===== config.mk =====
export PLATFORM = sky130hd
export DESIGN_NAME = fl_checkpoint_ctrl
export DESIGN_NICKNAME = d
export VERILOG_FILES = /design/src/rtl/fl_checkpoint_ctrl.sv
export SDC_FILE = /design/constraint.sdc
export NUM_CORES = 1
export LEC_CHECK = 0
export ABC_AREA = 0
export BUFFER_PORTS_ARGS = -buffer_cell sky130_fd_sc_hd__buf_2
export CAP_MARGIN = 25
export CORE_ASPECT_RATIO = 0.5
export CORE_UTILIZATION = 47
export CTS_BUF_LIST = sky130_fd_sc_hd__clkbuf_4
export DETAILED_ROUTE_END_ITERATION = 12
export PLACE_DENSITY = 0.69
export SYNTH_ARGS = -nofsm -noshare
export SYNTH_HDL_FRONTEND = slang
export SYNTH_SLANG_ARGS = --single-unit

===== constraint.sdc =====
create_clock -name clk -period 4.5 [get_ports clk]
set_input_delay 0.45 -clock clk [delete_from_list [all_inputs] [get_ports clk]]
set_output_delay 0.45 -clock clk [all_outputs]
set_load 0.02 [all_outputs]

===== src/rtl/fl_checkpoint_ctrl.sv =====
// rtl/fl_checkpoint_ctrl.sv - branch checkpoints of the speculative free-list head
// Optional: FL_CKPT_STALL_CNT_EN adds fullStallCnt_o (saturating full-stall cycle count).
module fl_checkpoint_ctrl #(
  parameter int NUM_CKPT = 8,
  parameter int CKPT_LOG = 3,
  parameter int FL_LOG   = 7
) (
  input  logic                clk,
  input  logic                reset,
  input  logic                recoverFlag_i,
  input  logic                stall_i,
  input  logic                alloc_i,
  input  logic [FL_LOG-1:0]   freeListHead_i,
  output logic                allocGrant_o,
  output logic [CKPT_LOG-1:0] allocTag_o,
  output logic                ckptFull_o,
  input  logic                resolve_i,
  input  logic [CKPT_LOG-1:0] resolveTag_i,
  input  logic                mispredict_i,
  output logic [FL_LOG-1:0]   freeListHeadCp_o,
  output logic                ctrlVerified_o,
  output logic                flagRecoverEX_o,
`ifdef FL_CKPT_STALL_CNT_EN
  output logic [15:0]         fullStallCnt_o,
`endif
  output logic                tagErr_o
);

  logic [CKPT_LOG:0]   head_q, head_d, tail_q, tail_d, count;
  logic [NUM_CKPT-1:0] valid_q, valid_d;
  logic [FL_LOG-1:0]   head_mem_q [NUM_CKPT];
  logic [FL_LOG-1:0]   head_cp_q, head_cp_d;
  logic                verified_q, verified_d;
  logic                recover_ex_q, recover_ex_d;
  logic                tag_err_q, tag_err_d;
  logic                res_valid, res_ok, mis_ok;
  logic [CKPT_LOG-1:0] tag_off, slot_off;

  assign count      = tail_q - head_q;
  assign ckptFull_o = (count == (CKPT_LOG+1)'(NUM_CKPT));
  assign res_valid  = valid_q[resolveTag_i];
  assign res_ok     = resolve_i & res_valid & ~recoverFlag_i;
  assign mis_ok     = res_ok & mispredict_i;
  assign allocTag_o = tail_q[CKPT_LOG-1:0];
  assign allocGrant_o = alloc_i & ~stall_i & ~ckptFull_o & ~recoverFlag_i
                      & ~(resolve_i & mispredict_i & res_valid);
  // Age of the resolved slot relative to the oldest live checkpoint.
  assign tag_off    = resolveTag_i - head_q[CKPT_LOG-1:0];

  always_comb begin
    head_d       = head_q;
    tail_d       = tail_q;
    valid_d      = valid_q;
    head_cp_d    = head_cp_q;
    verified_d   = 1'b0;
    recover_ex_d = 1'b0;
    tag_err_d    = tag_err_q;
    slot_off     = '0;
    if (recoverFlag_i) begin
      valid_d = '0;
      head_d  = tail_q;
    end else begin
      verified_d   = res_ok;
      recover_ex_d = mis_ok;
      if (resolve_i && !res_valid) tag_err_d = 1'b1;
      if (mis_ok) begin
        head_cp_d = head_mem_q[resolveTag_i];
        for (int i = 0; i < NUM_CKPT; i++) begin
          slot_off = CKPT_LOG'(i) - head_q[CKPT_LOG-1:0];
          if (slot_off >= tag_off) valid_d[i] = 1'b0;
        end
        tail_d = head_q + {1'b0, tag_off};
      end else begin
        if (res_ok) valid_d[resolveTag_i] = 1'b0;
        if (allocGrant_o) begin
          valid_d[tail_q[CKPT_LOG-1:0]] = 1'b1;
          tail_d = tail_q + 1'b1;
        end
      end
      // A live head slot is never behind a mispredict cut, so retiring here cannot pass tail.
      if (count != '0 && !valid_q[head_q[CKPT_LOG-1:0]]) head_d = head_q + 1'b1;
    end
  end

  always_ff @(posedge clk) begin
    if (reset) begin
      head_q       <= '0;
      tail_q       <= '0;
      valid_q      <= '0;
      head_cp_q    <= '0;
      verified_q   <= 1'b0;
      recover_ex_q <= 1'b0;
      tag_err_q    <= 1'b0;
    end else begin
      head_q       <= head_d;
      tail_q       <= tail_d;
      valid_q      <= valid_d;
      head_cp_q    <= head_cp_d;
      verified_q   <= verified_d;
      recover_ex_q <= recover_ex_d;
      tag_err_q    <= tag_err_d;
    end
  end

  always_ff @(posedge clk) begin
    if (!reset && allocGrant_o) head_mem_q[tail_q[CKPT_LOG-1:0]] <= freeListHead_i;
  end

  assign freeListHeadCp_o = head_cp_q;
  assign ctrlVerified_o   = verified_q;
  assign flagRecoverEX_o  = recover_ex_q;
  assign tagErr_o         = tag_err_q;

`ifdef FL_CKPT_STALL_CNT_EN
  logic [15:0] stall_cnt_q;
  always_ff @(posedge clk) begin
    if (reset) begin
      stall_cnt_q <= '0;
    end else if (alloc_i && !stall_i && ckptFull_o && stall_cnt_q != 16'hFFFF) begin
      stall_cnt_q <= stall_cnt_q + 16'd1;
    end
  end
  assign fullStallCnt_o = stall_cnt_q;
`endif

endmodule


==> results.cfg <==
[status]
status = finished, violations left
violations = DRC

[power_and_ir_drop]
p_int_mw = 1.00
p_leak_nw = 1.66
switching_share = 0.285
p_seq_frac = 0.584
power_mw = 1.40
p_switching_uw = 400
clockPowerShare = 0.263
ir_drop_v = 0.000130
power_density_nw_per_um2 = 306
combPwrFrac = 0.154

[worst_hold_path]
hold_start = resolve_i
hold_depth = 3
hold_path.class = in2reg

[global_route]
grt_antenna_before_repair = 0
grt_busiest_layer = met2
use_met2 = 0.360
grt.total_usage = 0.224
grt_overflow = 0
use_met3 = 0.0702
grt_max_degree = 30
grt_pass1_vias = 3098
gr-usage-met1 = 0.290
grt_pass1_wl_mm = 15.8

[cells_and_area]
fin_nets = 439
insertedDiodeCount = 0
drive_gt1_frac = 0.166
fillerInstances = 762
syn2layout_area_growth_pct = 7.40

[clock_tree]
cts_tree = yes
cts_buffer_depth = 2
post_cts_resized = 0
clkLatencyLatePin_ns = 0.44
cts.root.buffer_cell = clkbuf_4
cts_sinks = 82
numCtsBuffers = 9
post_cts_buffers = 0
ctsHoldBuffers = 0
cts_max_level = 3
clk_pin_slew_worst_paths_ns = 0.13

[timing]
rsz0062_at_grt = false
worstMarginPinSlew_ns = 0.696
slew_viol_final = 0
fmax_mhz = 280
post-route-period-util = 0.794
relSlewSlack = 0.534
period_minus_slack_ns = 3.57
clock_skew_ns = 0.0134
setup_viol_count_final = 0
hold_viol = 0
tns_ns = 0

[setup_path]
cp.arrival_ns = 3.12
reg2reg_from = head_q[2]$_SDFFE_PP0P_
worstPathMaxFanout = 15
rr_worst_depth = 7
worstSetupPathType = reg2out
crit_start = head_q[2]$_SDFFE_PP0P_
worstPathRequired_ns = 4.05
critPathLaunchType = register
critical_path.endpoint_type = primary output

[yosys]
synth_top_area_cell = edfxtp_1
avgSynthCellArea_um2 = 11.3
synthMostInstantiatedCell = edfxtp_1
yosys_warnings = 0
synth_cells = 378
synth_nets = 417
synth_top_area_frac = 0.393
synth-seq-area-share = 0.515
synth_edf_count = 56
synth_commonest_cells = edfxtp_1, nor2_1, dfxtp_1
syn-cell-area_um2 = 4280
synth.distinct_cells = 59
postSynth.asyncResetShare = 0
synth_flop_cell = edfxtp_1
ys_seq_elements = 82
synth_area_leaders = edfxtp_1, dfxtp_1, ha_1, mux4_2, nor2_1

[die]
initial_core_util = 0.488
die_area_um2 = 9510
fp.dieH_um = 69.5
fp-row-count = 24
ioPinCount = 32
fp.coreArea_um2 = 8770
die_w_um = 137

[flow_run]
max_cap_violations = 0

[placed_design]
dp.final_hpwl_mm = 6.82
place_congestion = 0.908
portBuffers = 31

[route]
drt_iter0_drc = 266
ant_nets = 0
num_vias = 3171
first_pass_iters = 9
vias_per_cell = 6.09
routedWlPerCell_um = 18.6
routed_wl_mm = 9.67
route.detailed.drc = 1
==> area by class of cell <==
class,count,area [µm²],area share
tap,117,146,0.0319
timing repair buffer,38,208,0.0452
inverter,25,93.8,0.0204
sequential,82,2200,0.479
clock inverter,5,31.3,0.00681
clock buffer,10,75.1,0.0163
multi-input combinational,244,1840,0.400
==> routing by layer <==
| metal | routed length [µm] | share of wire | vias to the layer above |
|---|---|---|---|
| met3 | 476 | 0.049 | 16 |
| li1 | - | - | 1475 |
| met4 | 158 | 0.016 | 0 |
| met2 | 4700 | 0.49 | 92 |
| met5 | 0 | 0 | - |
| met1 | 4340 | 0.45 | 1588 |
==> flip-flops by register name, summed over array words and instances (netlist names) <==
register and cells:
head_q 4, freeListHeadCp_o 7, ctrlVerified_o 1, flagRecoverEX_o 1, tail_q 4, head_mem_q 56
valid_q 8, tagErr_o 1
==> power by group through the flow <==
stage               clock (mW)  combinational (mW)  sequential (mW)
global placement             0               0.204            0.836
floorplan                    0               0.163            0.831
detailed placement           0               0.212            0.837
global route             0.412               0.239            0.821
CTS                      0.377               0.214            0.820
finish                   0.369               0.216            0.820
==> path summary, 6_finish.rpt <==
check        slack, ns                         end
max               0.93                allocGrant_o
min               0.27   ctrlVerified_o$_SDFF_PP0_
max reg2reg       1.28  head_mem_q[0][5]$_DFFE_PP_
min reg2reg       0.48       tagErr_o$_SDFFE_PP0P_
==> worst max-delay path, cell delays in order (launching register included) <==
cell and delay (ns):
dfxtp_1 0.62, inv_1 0.17, ha_1 0.37, a21oi_1 0.20, a21oi_1 0.12, or4_1 0.77, nand3_4 0.22, inv_1 0.06
buf_2 0.15
==> metrics by stage <==
stage               utilization  instances  hold slack, ns  area (µm²)  setup WS [ns]
floorplan                     -        378           0.463        4280           1.37
global placement          0.512        506           0.451        4490           1.24
detailed placement        0.512        506           0.462        4490           1.13
CTS                       0.524        521           0.246        4590          0.934
global route              0.524        521           0.217        4590          0.682
finish                    0.524        521           0.271        4590          0.926
==> cells in the final DEF, fill, tap and decap left out, types with 8 or more instances in the layout <==
cell / instances
nor2_1: 27
a21oi_1: 12
clkbuf_4: 10
edfxtp_1: 56
nand3_1: 10
a31oi_1: 10
buf_2: 31
nand4_1: 10
inv_1: 24
ha_1: 20
mux2i_1: 8
nor3_1: 13
dfxtp_1: 26
nand2_1: 19
a311oi_1: 8
o21ai_0: 15
==> cells by family after synthesis <==
| kind of cell | after synthesis | synth area share |
|---|---|---|
| AO/OA/AOI/OAI | 82 | 0.133 |
| XOR/XNOR | 11 | 0.0225 |
| adder cells (fa/ha/maj) | 23 | 0.0702 |
| buffers and inverters | 52 | 0.0556 |
| flip-flops | 82 | 0.515 |
| multiplexers | 22 | 0.0755 |
| AND/OR/NAND/NOR | 106 | 0.129 |
Note: power is estimated with default switching activity, not from simulation.
